File: config.mk
export PLATFORM = sky130hd
export DESIGN_NAME = module_keypad_scan_n_flat
export DESIGN_NICKNAME = d
export VERILOG_FILES = /design/src/rtl/module_keypad_scan_n_if.sv /design/src/rtl/module_keypad_scan_n.sv /design/src/flat_wrapper.sv
export SDC_FILE = /design/constraint.sdc
export NUM_CORES = 1
export LEC_CHECK = 0
export CAP_MARGIN = 25
export CELL_PAD_IN_SITES_DETAIL_PLACEMENT = 2
export CELL_PAD_IN_SITES_GLOBAL_PLACEMENT = 2
export CORE_MARGIN = 2
export CORE_UTILIZATION = 40
export DETAILED_ROUTE_END_ITERATION = 10
export DONT_BUFFER_PORTS = 1
export PLACE_DENSITY = 0.81
export SLEW_MARGIN = 10
export SYNTH_ARGS = -nofsm -noshare
export SYNTH_HDL_FRONTEND = slang
export SYNTH_SLANG_ARGS = --single-unit
File: constraint.sdc
create_clock -name clk -period 2.77 [get_ports clk]
set_input_delay 0.554 -clock clk [delete_from_list [all_inputs] [get_ports clk]]
set_output_delay 0.554 -clock clk [all_outputs]
set_load 0.02 [all_outputs]
File: src/rtl/module_keypad_scan_n_if.sv
// Keypad pin and key-event bundle between the scanner (master) and its
// environment (slave: keypad pins on one side, key consumer on the other).
interface module_keypad_scan_n_if #(
  parameter int N_ROWS = 4,
  parameter int N_COLS = 4
);
  localparam int CODE_W = $clog2(N_ROWS * N_COLS);

  logic [N_ROWS-1:0] row;
  logic [N_COLS-1:0] column;
  logic [CODE_W-1:0] key_code;
  logic              key_valid;
  logic              key_held;

  modport master (input row, output column, output key_code, output key_valid, output key_held);
  modport slave  (output row, input column, input key_code, input key_valid, input key_held);
endinterface

File: src/rtl/module_keypad_scan_n.sv
// Matrix keypad scanner: walks an active-low column strobe, debounces the first
// low row found, and reports a linear key code with optional auto-repeat.
module module_keypad_scan_n #(
  parameter int N_ROWS       = 4,
  parameter int N_COLS       = 4,
  parameter int SCAN_DIV     = 1000,
  parameter int DEBOUNCE_CNT = 4,
  parameter int REPEAT_TICKS = 0
) (
  input  logic                   clk,
  input  logic                   rst,
  module_keypad_scan_n_if.master kp
);

  localparam int CODE_W = $clog2(N_ROWS * N_COLS);
  localparam int COL_W  = $clog2(N_COLS);
  localparam int ROW_W  = (N_ROWS > 1) ? $clog2(N_ROWS) : 1;
  localparam int DIV_W  = $clog2(SCAN_DIV);
  localparam int DEB_W  = $clog2(DEBOUNCE_CNT + 1);
  localparam int REP_W  = (REPEAT_TICKS > 0) ? $clog2(REPEAT_TICKS + 1) : 1;

  localparam logic [1:0] ST_SCAN = 2'd0;
  localparam logic [1:0] ST_DEB  = 2'd1;
  localparam logic [1:0] ST_HELD = 2'd2;
  localparam logic [1:0] ST_REL  = 2'd3;

  logic [N_ROWS-1:0] row_meta_q, row_meta_d;
  logic [N_ROWS-1:0] rs_q, rs_d;
  logic [DIV_W-1:0]  div_cnt_q, div_cnt_d;
  logic [1:0]        state_q, state_d;
  logic [COL_W-1:0]  col_idx_q, col_idx_d;
  logic [ROW_W-1:0]  r_idx_q, r_idx_d;
  logic [DEB_W-1:0]  deb_cnt_q, deb_cnt_d;
  logic [REP_W-1:0]  rep_cnt_q, rep_cnt_d;
  logic [CODE_W-1:0] key_code_q, key_code_d;
  logic              key_valid_q, key_valid_d;

  logic              tick;
  logic              any_low;
  logic              rs_sel;
  logic              accept;
  logic [ROW_W-1:0]  low_idx;
  logic [COL_W-1:0]  col_next;

  always_comb begin
    row_meta_d = kp.row;
    rs_d       = row_meta_q;
    tick       = (div_cnt_q == DIV_W'(SCAN_DIV - 1));
    div_cnt_d  = tick ? '0 : div_cnt_q + 1'b1;
    col_next   = (col_idx_q == COL_W'(N_COLS - 1)) ? '0 : col_idx_q + 1'b1;
    any_low    = ~&rs_q;
    rs_sel     = rs_q[r_idx_q];

    // Descending walk so the lowest low row is the one left standing.
    low_idx = '0;
    for (int i = N_ROWS - 1; i >= 0; i--) begin
      if (!rs_q[i]) low_idx = ROW_W'(i);
    end

    state_d     = state_q;
    col_idx_d   = col_idx_q;
    r_idx_d     = r_idx_q;
    deb_cnt_d   = deb_cnt_q;
    rep_cnt_d   = rep_cnt_q;
    key_code_d  = key_code_q;
    key_valid_d = 1'b0;
    accept      = 1'b0;

    case (state_q)
      ST_SCAN: begin
        if (tick) begin
          if (!any_low) begin
            col_idx_d = col_next;
          end else begin
            r_idx_d   = low_idx;
            deb_cnt_d = DEB_W'(1);
            if (DEBOUNCE_CNT == 1) begin
              accept    = 1'b1;
              rep_cnt_d = '0;
              state_d   = ST_HELD;
            end else begin
              state_d = ST_DEB;
            end
          end
        end
      end
      ST_DEB: begin
        if (tick) begin
          if (!rs_sel) begin
            deb_cnt_d = deb_cnt_q + 1'b1;
            if (deb_cnt_q == DEB_W'(DEBOUNCE_CNT - 1)) begin
              accept    = 1'b1;
              rep_cnt_d = '0;
              state_d   = ST_HELD;
            end
          end else begin
            col_idx_d = col_next;
            state_d   = ST_SCAN;
          end
        end
      end
      ST_HELD: begin
        if (tick) begin
          if (rs_sel) begin
            deb_cnt_d = DEB_W'(1);
            if (DEBOUNCE_CNT == 1) begin
              col_idx_d = col_next;
              state_d   = ST_SCAN;
            end else begin
              state_d = ST_REL;
            end
          end else if (REPEAT_TICKS > 0) begin
            if (rep_cnt_q == REP_W'(REPEAT_TICKS - 1)) begin
              key_valid_d = 1'b1;
              rep_cnt_d   = '0;
            end else begin
              rep_cnt_d = rep_cnt_q + 1'b1;
            end
          end
        end
      end
      default: begin
        if (tick) begin
          if (rs_sel) begin
            deb_cnt_d = deb_cnt_q + 1'b1;
            if (deb_cnt_q == DEB_W'(DEBOUNCE_CNT - 1)) begin
              col_idx_d = col_next;
              state_d   = ST_SCAN;
            end
          end else begin
            rep_cnt_d = '0;
            state_d   = ST_HELD;
          end
        end
      end
    endcase

    // r_idx_d already carries the row being accepted in every accepting path.
    if (accept) begin
      key_code_d  = CODE_W'(r_idx_d) * CODE_W'(N_COLS) + CODE_W'(col_idx_q);
      key_valid_d = 1'b1;
    end
  end

  always_ff @(posedge clk) begin
    if (rst) begin
      row_meta_q  <= '1;
      rs_q        <= '1;
      div_cnt_q   <= '0;
      state_q     <= ST_SCAN;
      col_idx_q   <= '0;
      r_idx_q     <= '0;
      deb_cnt_q   <= '0;
      rep_cnt_q   <= '0;
      key_code_q  <= '0;
      key_valid_q <= 1'b0;
    end else begin
      row_meta_q  <= row_meta_d;
      rs_q        <= rs_d;
      div_cnt_q   <= div_cnt_d;
      state_q     <= state_d;
      col_idx_q   <= col_idx_d;
      r_idx_q     <= r_idx_d;
      deb_cnt_q   <= deb_cnt_d;
      rep_cnt_q   <= rep_cnt_d;
      key_code_q  <= key_code_d;
      key_valid_q <= key_valid_d;
    end
  end

  assign kp.column    = ~(N_COLS'(1) << col_idx_q);
  assign kp.key_code  = key_code_q;
  assign kp.key_valid = key_valid_q;
  assign kp.key_held  = (state_q == ST_HELD);

endmodule

File: src/flat_wrapper.sv
// flat-port wrapper written by rule: the top's interface ports become plain ports
module module_keypad_scan_n_flat 
#(
  parameter int N_ROWS       = 4,
  parameter int N_COLS       = 4,
  parameter int SCAN_DIV     = 1000,
  parameter int DEBOUNCE_CNT = 4,
  parameter int REPEAT_TICKS = 0
)
  (clk, rst, kp_row, kp_column, kp_key_code, kp_key_valid, kp_key_held);
  module_keypad_scan_n_if #(.N_ROWS(N_ROWS), .N_COLS(N_COLS)) kp_i ();
  input  logic clk;
  input  logic rst;
  input wire logic [$bits(kp_i.row)-1:0] kp_row;
  output wire logic [$bits(kp_i.column)-1:0] kp_column;
  output wire logic [$bits(kp_i.key_code)-1:0] kp_key_code;
  output wire logic [$bits(kp_i.key_valid)-1:0] kp_key_valid;
  output wire logic [$bits(kp_i.key_held)-1:0] kp_key_held;
  assign kp_i.row = kp_row;
  assign kp_column = kp_i.column;
  assign kp_key_code = kp_i.key_code;
  assign kp_key_valid = kp_i.key_valid;
  assign kp_key_held = kp_i.key_held;
  module_keypad_scan_n #(.N_ROWS(N_ROWS), .N_COLS(N_COLS), .SCAN_DIV(SCAN_DIV), .DEBOUNCE_CNT(DEBOUNCE_CNT), .REPEAT_TICKS(REPEAT_TICKS)) u_core (.clk(clk), .rst(rst), .kp(kp_i));
endmodule
Yosys cells after proc, flatten, opt, wreduce, memory -nomap -nowiden
Index checks and enable logic that the tools add are counted.
{ "op_classes": {"addsub": 4, "reduce_logical": 9, "n_mux": 43, "n_eq_ne": 12, "bitwise": 2, "magnitude_cmp": 1, "shift": 1} }
{ "ops": {"columns": ["cell", "n"], "rows": [
  ["2-bit two-way mux", 25],
  ["3-bit two-way mux", 8],
  ["2-bit case mux with 3 select lines", 2],
  ["10-bit by 1-bit adder with 10-bit output (second input constant)", 1],
  ["10-bit equality test (second input constant)", 1],
  ["5-bit AND reduction", 2],
  ["3-bit case mux with 3 select lines", 1],
  ["1-bit two-way mux", 6],
  ["2-bit by 1-bit != test with 1-bit output (second input constant)", 3],
  ["6-bit AND reduction", 1],
  ["3-bit nonzero test", 2],
  ["5-bit != test (second input constant)", 1],
  ["4-bit by 2-bit adder with 4-bit output", 1],
  ["2-bit equality test (second input constant)", 2],
  ["2-bit != test (second input constant)", 2],
  ["4-bit inverter", 1],
  ["4-bit AND reduction", 1],
  ["1-bit by 2-bit << shifter with 4-bit output (first input constant)", 1],
  ["3-bit by 1-bit adder with 3-bit output (second input constant)", 1],
  ["3-bit by 2-bit equality test with 1-bit output (second input constant)", 1],
  ["2-bit by 3-bit less-than comparator with 1-bit output (second input constant)", 1],
  ["3-bit by 1-bit != test with 1-bit output (second input constant)", 1],
  ["2-bit by 1-bit adder with 2-bit output (second input constant)", 1],
  ["1-bit binary-select mux with 2-bit select", 1],
  ["5 further kinds", 5]
]} }
{ "totals": {"wordCells": 81, "ff_bits": 32} }

Logic depth before layout (Yosys ltp)
Gate-level depths: netlist of the first run.
{ "logic_depth": {"ltp_word": 8, "ltp_mapped": 7, "depth_no_buf": 6} }

Worst setup path before layout of the first run
OpenSTA, ideal clock, no wires.
{ "synth_path": {"path_type": "register -> register", "from": "reg u_core.deb_cnt_q[0]", "to": "reg u_core.key_code_q[3] (netlist: u_core.kp.key_code[3])", "path_stages_with_launch": 7, "setup_ns": 0.075, "setup_slack_ns": 1.087, "arrival_time_ns": 1.608, "period_less_slack_ns": 1.683, "path_cell_list": "dfxtp_1 ha_1 ha_1 nand3b_1 or4_4 or3_1 o22ai_1"} }
{ "synth_via": {"elab_chain_cells": 5} }
{ "synth_lines": {"columns": ["item", "line_no", "rtl"], "rows": [
  ["start: declaration", "module_keypad_scan_n.sv:33", "logic [DEB_W-1:0] deb_cnt_q, deb_cnt_d;"],
  ["start signal: assignment", "module_keypad_scan_n.sv:164", "deb_cnt_q <= deb_cnt_d;"],
  ["3-bit by 2-bit equality test with 1-bit output", "module_keypad_scan_n.sv:91", "if (deb_cnt_q == DEB_W'(DEBOUNCE_CNT - 1)) begin"],
  ["1-bit two-way mux", "module_keypad_scan_n.sv:91", null],
  ["1-bit two-way mux", "module_keypad_scan_n.sv:89", "if (!rs_sel) begin"],
  ["1-bit two-way mux", "module_keypad_scan_n.sv:88", "if (tick) begin"],
  ["1-bit two-way mux", "module_keypad_scan_n.sv:69", "case (state_q)"],
  ["end signal: assignment", "module_keypad_scan_n.sv:166", "key_code_q <= key_code_d;"],
  ["end: declaration", "module_keypad_scan_n.sv:35", "logic [CODE_W-1:0] key_code_q, key_code_d;"]
]} }
No other way between the ends.
A chain may end at the register's enable or synchronous reset.

Final worst setup path of the first run
Same ends and word-level chain as after synthesis.

==> reports/summary.txt, run 1 <==
First-pass GRT wire length -> 6.55 mm
Post-synth EDFFs -> 0
Die height -> 66.7 um
Distinct cells, synth -> 43
Crit path depth -> 6
Combinational power share -> 0.039
Final ANT Viol Nets -> 0
CTS tree -> yes
Critical Path RT -> 2.99 ns
Reg2Reg Setup Slack -> 0.83 ns
Internal Dissipation -> 0.000663 W
Grt total ovfl -> 0
Core region area -> 0.00372 mm^2
Final hold violations -> 0
Synth warnings -> 0
Status -> completed
Antenna fix cells -> 0
Slowest cell on the critical path -> or4_4
Critical path launch point type -> flop
RSZ-0062 raised after global routing -> false
Max transition margin -> 0.572
Num rows -> 22
Worst skew pair latency -> 0.29 ns
Reg2Reg Capture Point -> u_core.kp.key_code[3]$_SDFFE_PP0P_
Nets@finish -> 186
Top cells by area, synth -> dfxtp_1 41%, ha_1 5.6%, mux2i_1 3.8%
Crit. Startpoint -> u_core.deb_cnt_q[0]$_SDFFE_PP0P_
Leakage Power -> 0.597 nW
RePlAce Congestion -> 0.785
CP max stage delay -> 0.48 ns
Post-Route WL -> 3.88 mm
Placed Cells -> 214
Fin area -> 0.00169 mm^2
Slew Limit Fails -> 0
Psw -> 0.000216 W
Sequential share of the synthesized area -> 0.408
Critical path capture point -> u_core.kp.key_code[3]$_SDFFE_PP0P_
Vias -> 1,276
Worst-path clk slew -> 0.08 ns
Syn_nets -> 188
Most used DFF post-synth -> dfxtp_1
Sum of negative setup slack -> 0 ns
Drt pass-1 iters -> 4
Ys async rst share -> 0
Reg-to-reg startpoint -> u_core.deb_cnt_q[0]$_SDFFE_PP0P_
Fin crit share -> 0.700
Top cell by count, worst path -> ha_1
Avg Cell Area, Syn -> 8.98 um^2
Share of layout cells above drive strength 1 -> 0.144
Area post-placement -> 0.00160 mm^2
Crit-path cells -> ha_1, ha_1, nand3b_1, or4_4, or3_1, o22ai_1
H-tree depth -> 2
PortBufs -> 0
Cell count after synthesis -> 175
Most frequent cell after synthesis -> dfxtp_1
Fin cells -> 222
Switching part of the total power -> 0.245
Hold crit path type -> input pin to flop
DPL Wire Length -> 2.72 mm
Hold_sp -> rst
I/O pins -> 16
Die Span X -> 66.7 um
Num CTS Buffers -> 5
Post-CTS resize count -> 0
CP Max Fanout -> 4
Final setup viols -> 0
Hold Buf Count CTS -> 0
Max rail drop VDD -> 286 uV
Clk_skew -> 0.00665 ns
Syn Std Cell Area -> 0.00157 mm^2
F_max -> 516 MHz
Clock power frac -> 0.418
Reg2reg path depth -> 6
Post-CTS Setup Bufs -> 0
Area growth syn-to-layout -> 7.40%
Clock buffer depth -> 2
Critical Path AT -> 2.16 ns
Worst setup EP type -> flop
Worst slew pin tran -> 0.636 ns
Top delay family on crit path -> simple AND/OR/NAND/NOR gates
Via-to-Cell Ratio -> 5.75
Area leader, netlist -> dfxtp_1
Reg power frac -> 0.543
Largest net degree at the start of global routing -> 28
# DRC -> 0
Crit path time final -> 1.94 ns
Commonest cells in the netlist -> 32 x dfxtp_1, 16 x nor2_1, 10 x inv_1
Routed len/inst -> 17.5 um
Vias in the first global route -> 1,342
Starting density of the core -> 0.423
Setup CP Type -> flop to flop
Clock sinks -> 32
Total track usage -> 0.200
Number of synthesized register bits -> 32
Maxcap violations -> 0
Full die area -> 0.00445 mm^2
Buf/Inv on CP -> 0
Initial antenna violation count -> 0
Pwr dens -> 521 mW/mm^2
Top-area cell type share of the netlist area -> 0.408
Initial drt markers -> 53
Clock root cell -> clkbuf_8
-- flip-flops by register name (all words and copies together) (netlist names), named ones only --
register / cells
u_core.div_cnt_q: 10
u_core.kp.key_code: 4
u_core.row_meta_q: 4
u_core.rs_q: 4
u_core.deb_cnt_q: 3
u_core.col_idx_q: 2
u_core.r_idx_q: 2
u_core.kp.key_valid: 1
u_core.state_q: 1
-- routing by layer --
metal	part of all wire	routed length (um)	GRT usage	vias to the layer above
li1	-	-	-	608
met1	0.46	1800	0.231	643
met2	0.49	1900	0.354	21
met3	0.035	136	0.0574	4
met4	0.011	42	0.0612	0
met5	0	0	0	-
-- worst reg2reg max path, cell delays in order, from the launching register on --
cell	delay [ns]
dfxtp_1	0.39
ha_1	0.17
ha_1	0.22
nand3b_1	0.15
or4_4	0.48
or3_1	0.33
o22ai_1	0.12
-- worst min-delay path by stage --
stage | to | slack [ns] | depth (start not counted)
2_1_floorplan | u_core.rs_q[0]$_SDFF_PP1_ | 0.39 | 1
4_1_cts | u_core.r_idx_q[1]$_SDFF_PP0_ | 0.32 | 1
5_1_grt | u_core.kp.key_code[0]$_SDFFE_PP0P_ | 0.31 | 1
6_report | u_core.r_idx_q[1]$_SDFF_PP0_ | 0.33 | 1
3_5_place_dp | u_core.rs_q[2]$_SDFF_PP1_ | 0.40 | 1
3_3_place_gp | u_core.rs_q[2]$_SDFF_PP1_ | 0.39 | 1
-- power groups by stage --
stage	Sequential, W	Clock, W	Combinational, W
after floorplan	0.000485	0	0.0000317
after global placement	0.000486	0	0.0000322
after detailed placement	0.000487	0	0.0000341
after CTS	0.000477	0.000378	0.0000348
after global routing	0.000478	0.000406	0.0000384
final	0.000477	0.000368	0.0000341
-- placed cells by master (no fill, tap or decap), types with 4 or more instances in the layout --
cell / instances
nand2b_1: 8
nand3_1: 6
o21ai_0: 7
ha_1: 7
xnor2_1: 4
nand2_1: 8
inv_1: 10
clkbuf_8: 5
nand4_1: 4
or2_2: 8
a21oi_1: 7
nor2_1: 16
dfxtp_1: 32
mux2i_1: 6
xor2_1: 4
-- kinds of logic (layout without fill, tap and decap cells) --
group,after synthesis,after routing,synth area share
buf+inv,19,18,0.0470
compound gates,29,29,0.121
mux,9,9,0.0669
flops,32,32,0.408
fa+ha+maj,7,7,0.0557
xor+xnor,8,8,0.0446
simple gates,71,71,0.257
-- final cells by class --
cell class	count	area [um^2]
Fill cell	404	2030
Clock buffer	5	68.8
Inverter	10	37.5
Sequential cell	32	641
Clock inverter	3	23.8
Multi-Input combinational cell	124	857
Tap cell	48	60.1
-- per-stage QoR --
step	total power (W)	hold WS, ns	setup slack, ns	util
final	0.000879	0.328	0.830	0.454
after detailed placement	0.000521	0.399	0.893	0.429
after CTS	0.000890	0.322	0.828	0.454
after floorplan	0.000517	0.389	1.09	-
after global routing	0.000923	0.314	0.639	0.454
after global placement	0.000518	0.391	1.00	0.429
Note: power is estimated with default switching activity, not from simulation.
==> run 2: changes to the inputs <==
Settings changed: CORE_UTILIZATION 40 to 34, PLACE_DENSITY 0.81 to 0.74.
Clock period 2.77 ns to 1.6 ns, I/O delays scaled along.
==> reports/summary.txt, run 2 (same netlist as run 1, synthesis figures left out) <==
Status -> finished, violations left
Failing checks -> negative setup slack
Antenna fix cells -> 0 (unchanged)
CTS tree -> yes
Reg-to-reg startpoint -> u_core.deb_cnt_q[1]$_SDFFE_PP0P_
CP max stage delay -> 0.46 ns (-0.02 ns)
Critical Path AT -> 1.97 ns (-0.19 ns)
Clock buffer depth -> 2 (unchanged)
H-tree depth -> 2 (unchanged)
Max transition margin -> 0.734 (+0.162)
Worst-path clk slew -> 0.08 ns (about the same)
Hold depth -> 1 (unchanged)
Switching part of the total power -> 0.243 (-0.00196)
Reg2Reg Setup Slack -> -0.15 ns (-0.98 ns)
Most frequent cells in the layout -> 39 x buf_4, 24 x dfxtp_1, 13 x nor2_1, 10 x inv_1
Via-to-Cell Ratio -> 5.79 (+0.77%)
Worst skew pair latency -> 0.29 ns (about the same)
Slowest cell on the critical path -> or4_4
Core region area -> 0.00441 mm^2 (+19%)
Clk_skew -> 0.0120 ns (+0.00537 ns)
Combinational power share -> 0.069 (+0.030)
DPL Wire Length -> 3.73 mm (+37%)
Initial antenna violation count -> 0 (unchanged)
Die Span X -> 72.0 um (+8.0%)
Setup CP Type -> flop to flop
Area growth syn-to-layout -> 43.6%
RePlAce Congestion -> 0.882 (+12%)
Share of layout cells above drive strength 1 -> 0.498 (+0.354)
Total track usage -> 0.245 (+0.0447)
Crit-path cells -> ha_4, ha_4, nand3b_1, or4_4, or3_4, o22ai_2
Worst slew pin tran -> 0.393 ns (-0.243 ns)
Hold crit path type -> input pin to flop
Vias -> 1,558 (+22%)
First-pass GRT wire length -> 9.37 mm (+43%)
Initial drt markers -> 88 (+66%)
Largest net degree at the start of global routing -> 28 (unchanged)
Total power -> 0.00177 W (+100%)
Clock root cell -> clkbuf_8
# DRC -> 0 (unchanged)
Commonest non-fill, non-tap cell in the layout -> buf_4
Critical Path RT -> 1.82 ns (-1.17 ns)
Clock power frac -> 0.465 (+0.047)
Vias in the first global route -> 1,706 (+27%)
Fill cell total of the finished layout -> 452 (+12%)
Slew Limit Fails -> 0 (unchanged)
Hold Buf Count CTS -> 0 (unchanged)
Top cell by count, worst path -> ha_4
Routed len/inst -> 24.1 um (+38%)
Reg power frac -> 0.466 (-0.077)
Num rows -> 24 (+9.1%)
Critical path launch point type -> flop
Grt total ovfl -> 0 (unchanged)
Final hold violations -> 0 (unchanged)
Die height -> 72.0 um (+8.0%)
Nets@finish -> 229 (+23%)
CP Max Fanout -> 2 (-2)
Leakage Power -> 0.905 nW (+52%)
F_max -> 572 MHz (+11%)
Starting density of the core -> 0.356 (-0.0669)
Reg2reg path depth -> 6 (unchanged)
Area post-placement -> 0.00188 mm^2 (+18%)
Largest Register -> u_core.div_cnt_q
Num CTS Buffers -> 5 (unchanged)
Max rail drop VDD -> 728 uV (+150%)
Fin area -> 0.00226 mm^2 (+34%)
Drt pass-1 iters -> 4 (unchanged)
Setup WS post-layout -> -0.148 ns (-0.978 ns)
Psw -> 0.000431 W (+100%)
I/O pins -> 16 (unchanged)
Final setup viols -> 9 (+9)
Post-Route WL -> 6.49 mm (+67%)
Final hold slack -> 0.0967 ns (-0.231 ns)
Hold_sp -> rst
Maxcap violations -> 0 (unchanged)
Largest register FFs -> 10 (unchanged)
Full die area -> 0.00518 mm^2 (+17%)
Internal Dissipation -> 0.00134 W (+100%)
Clock sinks -> 32 (unchanged)
Reg2Reg Capture Point -> u_core.kp.key_code[3]$_SDFFE_PP0P_
Fin crit share -> 1.09 (+0.392)
Worst setup EP type -> flop
Final ANT Viol Nets -> 0 (unchanged)
Pwr dens -> 784 mW/mm^2 (+51%)
Crit path time final -> 1.75 ns (-0.192 ns)
PortBufs -> 0 (unchanged)
RSZ-0062 raised after global routing -> true
==> run 2: changes by cell type in the layout (fill, tap and decap cells not counted), moves of 4 or more <==
cell,delta
o21ai_0,-5
buf_6,+4
dfxtp_2,+8
dfxtp_1,-8
buf_4,+39
==> run 2: worst max-delay path: cells and delay by family, from the launching register on <==
family / cells / cell delay [ns]
flops: 1 / 0.37
compound gates: 1 / 0.14
simple gates: 3 / 0.91
fa+ha+maj: 2 / 0.26
==> run 2: routing by layer <==
layer  global-route usage  share of wire
met1                0.286           0.41
met2                0.433           0.52
met3               0.0375          0.035
met4                0.124          0.031
met5                    0              0
==> run 2: worst max path at each step <==
stage	start	endpoint	slack, ns	cells after the start
after global placement	u_core.deb_cnt_q[1]$_SDFFE_PP0P_	u_core.kp.key_code[2]$_SDFFE_PP0P_	-0.09	8
after CTS	u_core.deb_cnt_q[1]$_SDFFE_PP0P_	u_core.kp.key_code[3]$_SDFFE_PP0P_	-0.08	6
after floorplan	u_core.deb_cnt_q[1]$_SDFFE_PP0P_	u_core.kp.key_code[3]$_SDFFE_PP0P_	-0.04	6
final	u_core.deb_cnt_q[1]$_SDFFE_PP0P_	u_core.kp.key_code[3]$_SDFFE_PP0P_	-0.15	6
after detailed placement	u_core.deb_cnt_q[1]$_SDFFE_PP0P_	u_core.kp.key_code[2]$_SDFFE_PP0P_	-0.15	8
after global routing	u_core.deb_cnt_q[1]$_SDFFE_PP0P_	u_core.kp.key_code[3]$_SDFFE_PP0P_	-0.18	6
==> run 2: metrics by stage <==
stage,setup TNS [ns],std cells,setup slack (ns),util
floorplan,-0.0511,175,-0.0423,-
global placement,-0.151,253,-0.0852,0.427
detailed placement,-1.09,253,-0.145,0.427
CTS,-0.275,265,-0.0833,0.480
global route,-1.21,269,-0.184,0.511
finish,-0.623,269,-0.148,0.511
==> run 2: layout make-up <==
type / instances / area, um^2 / area share
Clock buffer: 5 / 68.8 / 0.0305
Sequential cell: 32 / 651 / 0.288
Tap cell: 52 / 65.1 / 0.0288
Timing Repair Buffer: 43 / 338 / 0.150
Inverter: 10 / 37.5 / 0.0166
Clock inverter: 3 / 46.3 / 0.0205
Multi-Input combinational cell: 124 / 1050 / 0.466
==> run 2: timing repair <==
item	in CTS	in global routing
setup endpoints to repair	22	13
pin swaps	3	10
buffers inserted	4	4
gates resized for setup	24	27
==> run 2: power groups by stage <==
stage / Clock [W] / Sequential (W) / Combinational [W]
2_1_floorplan: 0 / 0.000840 / 0.0000553
3_3_place_gp: 0 / 0.000837 / 0.0000818
3_5_place_dp: 0 / 0.000839 / 0.0000901
4_1_cts: 0.000826 / 0.000823 / 0.000104
5_1_grt: 0.000862 / 0.000825 / 0.000131
6_report: 0.000823 / 0.000825 / 0.000123
==> run 3: changes to the inputs <==
Settings changed: CORE_MARGIN 2 to default.
==> reports/summary.txt, run 3 (same netlist as run 1, synthesis figures left out) <==
Worst skew pair latency -> 0.30 ns (about the same)
Worst setup EP type -> flop
Hold depth -> 1 (unchanged)
Leakage Power -> 0.868 nW (-4.1%)
Vias in the first global route -> 1,649 (-3.3%)
RePlAce Congestion -> 0.835 (-5.3%)
Vias -> 1,504 (-3.5%)
Worst-path clk slew -> 0.08 ns (about the same)
Fin cells -> 269 (unchanged)
Failing checks -> negative setup slack
Share of layout cells above drive strength 1 -> 0.447 (-0.0507)
Internal Dissipation -> 0.00118 W (-12%)
F_max -> 577 MHz (+0.78%)
Status -> finished, violations left
Nets@finish -> 229 (unchanged)
Placed Cells -> 254 (+0.40%)
Clock sinks -> 32 (unchanged)
Clock power frac -> 0.415 (-0.050)
Full die area -> 0.00490 mm^2 (-5.5%)
Max rail drop VDD -> 611 uV (-16%)
Fill cell total of the finished layout -> 457 (+1.1%)
Final ANT Viol Nets -> 0 (unchanged)
Crit path time final -> 1.73 ns (-0.0135 ns)
Clock root cell -> clkbuf_8
Starting density of the core -> 0.358 (+0.00244)
Crit. Startpoint -> u_core.r_idx_q[0]$_SDFF_PP0_
Via-to-Cell Ratio -> 5.59 (-3.5%)
Initial antenna violation count -> 0 (unchanged)
Reg2Reg Capture Point -> u_core.deb_cnt_q[2]$_SDFFE_PP0P_
# DRC -> 0 (unchanged)
Commonest non-fill, non-tap cell in the layout -> buf_4
Fin area -> 0.00220 mm^2 (-2.3%)
Setup WS post-layout -> -0.134 ns (+0.0135 ns)
Post-Route WL -> 6.40 mm (-1.3%)
CTS tree -> yes
Die height -> 70.0 um (-2.8%)
Register Area -> 648 um^2 (-0.38%)
Combinational power share -> 0.076 (+0.007)
Most frequent cells in the layout -> 39 x buf_4, 26 x dfxtp_1, 14 x nor2_1, 10 x inv_1, 8 x or2_2
Routed len/inst -> 23.8 um (-1.3%)
First-pass GRT wire length -> 9.33 mm (-0.45%)
Grt total ovfl -> 0 (unchanged)
Final setup viols -> 13 (+4)
Critical Path RT -> 1.82 ns (about the same)
Area post-placement -> 0.00189 mm^2 (+0.40%)
Largest net degree at the start of global routing -> 28 (unchanged)
Initial drt markers -> 76 (-14%)
PortBufs -> 0 (unchanged)
Slew Limit Fails -> 0 (unchanged)
Largest register FFs -> 10 (unchanged)
Die Span X -> 70.0 um (-2.8%)
Hold_sp -> rst
CP Max Fanout -> 6 (+4)
Setup CP Type -> flop to flop
Reg2Reg Setup Slack -> -0.13 ns (about the same)
Area growth syn-to-layout -> 40.3%
DPL Wire Length -> 3.79 mm (+1.8%)
Total power -> 0.00162 W (-8.5%)
Drt pass-1 iters -> 4 (unchanged)
Hold Buf Count CTS -> 0 (unchanged)
I/O pins -> 16 (unchanged)
Switching part of the total power -> 0.270 (+0.0270)
Maxcap violations -> 0 (unchanged)
Num CTS Buffers -> 5 (unchanged)
Worst slew pin tran -> 0.391 ns (-0.00280 ns)
Num rows -> 24 (unchanged)
Critical path launch point type -> flop
Clock buffer depth -> 2 (unchanged)
Pwr dens -> 735 mW/mm^2 (-6.3%)
Reg2reg path depth -> 4 (-2)
Psw -> 0.000438 W (+1.7%)
RSZ-0062 raised after global routing -> true
Hold crit path type -> input pin to flop
Total track usage -> 0.253 (+0.00862)
Reg power frac -> 0.509 (+0.043)
Critical Path AT -> 1.96 ns (about the same)
Reg-to-reg startpoint -> u_core.r_idx_q[0]$_SDFF_PP0_
Core region area -> 0.00438 mm^2 (-0.68%)
Final hold violations -> 0 (unchanged)
Antenna fix cells -> 0 (unchanged)
Multi-input combinational cell area -> 0.00102 mm^2 (-2.6%)
H-tree depth -> 2 (unchanged)
Largest Register -> u_core.div_cnt_q
Fin crit share -> 1.08 (-0.00844)
Max transition margin -> 0.738 (+0.00441)
Clk_skew -> 0.00372 ns (-0.00830 ns)
## run 3: changes by cell type in the layout (fill, tap and decap cells not counted), moves of 2 or more
| cell | previous run | this run |
|---|---|---|
| and4_1 | 1 | 3 |
| a21oi_2 | 2 | 0 |
| a21oi_1 | 5 | 7 |
| dfxtp_1 | 24 | 26 |
| dfxtp_2 | 8 | 6 |
| nor2_2 | 3 | 1 |
| nand2b_1 | 5 | 7 |
## run 3: metal layers
| layer | vias up | GRT usage | part of all wire |
|---|---|---|---|
| li1 | 699 | - | - |
| met1 | 767 | 0.306 | 0.43 |
| met2 | 28 | 0.444 | 0.53 |
| met3 | 10 | 0.0375 | 0.019 |
| met4 | 0 | 0.109 | 0.023 |
| met5 | - | 0 | 0 |
## run 3: critical path, cell delays in order, from the launching register on
cell and delay [ns]:
dfxtp_2 0.36, mux4_2 0.63, nand2b_1 0.21, o211ai_1 0.20, mux2i_1 0.25
## run 3: layout make-up
| class | count | share of cell area |
|---|---|---|
| Tap cell | 52 | 0.0295 |
| Clock buffer | 5 | 0.0312 |
| Timing Repair Buffer | 43 | 0.153 |
| Inverter | 10 | 0.0170 |
| Sequential cell | 32 | 0.294 |
| Multi-Input combinational cell | 124 | 0.464 |
| Clock inverter | 3 | 0.0108 |
## run 3: power by group through the flow
stage | clock network [W] | registers (W) | logic [W]
floorplan | 0 | 0.000840 | 0.0000553
CTS | 0.000676 | 0.000822 | 0.000105
global route | 0.000711 | 0.000825 | 0.000130
global placement | 0 | 0.000836 | 0.0000830
finish | 0.000673 | 0.000824 | 0.000124
detailed placement | 0 | 0.000839 | 0.0000904
## run 3: stage by stage
step / hold slack, ns / util / worst slack (ns) / setup TNS (ns)
finish: 0.0842 / 0.503 / -0.134 / -1.10
detailed placement: 0.395 / 0.431 / -0.137 / -1.12
CTS: 0.0790 / 0.475 / -0.0847 / -0.482
floorplan: 0.389 / - / -0.0423 / -0.0511
global route: 0.0693 / 0.503 / -0.201 / -1.65
global placement: 0.392 / 0.431 / -0.0418 / -0.108
## run 3: worst max path at each step
stage / end / slack, ns / cells past startpoint
2_1_floorplan: u_core.kp.key_code[3]$_SDFFE_PP0P_ / -0.04 / 6
3_3_place_gp: u_core.kp.key_code[3]$_SDFFE_PP0P_ / -0.04 / 5
3_5_place_dp: u_core.kp.key_valid$_SDFF_PP0_ / -0.14 / 5
4_1_cts: u_core.kp.key_code[3]$_SDFFE_PP0P_ / -0.08 / 6
5_1_grt: u_core.deb_cnt_q[2]$_SDFFE_PP0P_ / -0.20 / 4
6_report: u_core.deb_cnt_q[2]$_SDFFE_PP0P_ / -0.13 / 4
## run 3: what timing repair did
| action | 4_1_cts | 5_1_grt |
|---|---|---|
| pin swaps | 6 | 6 |
| resized for setup | 18 | 22 |
| buffers inserted | 4 | 3 |
| setup endpoints to repair | 23 | 22 |
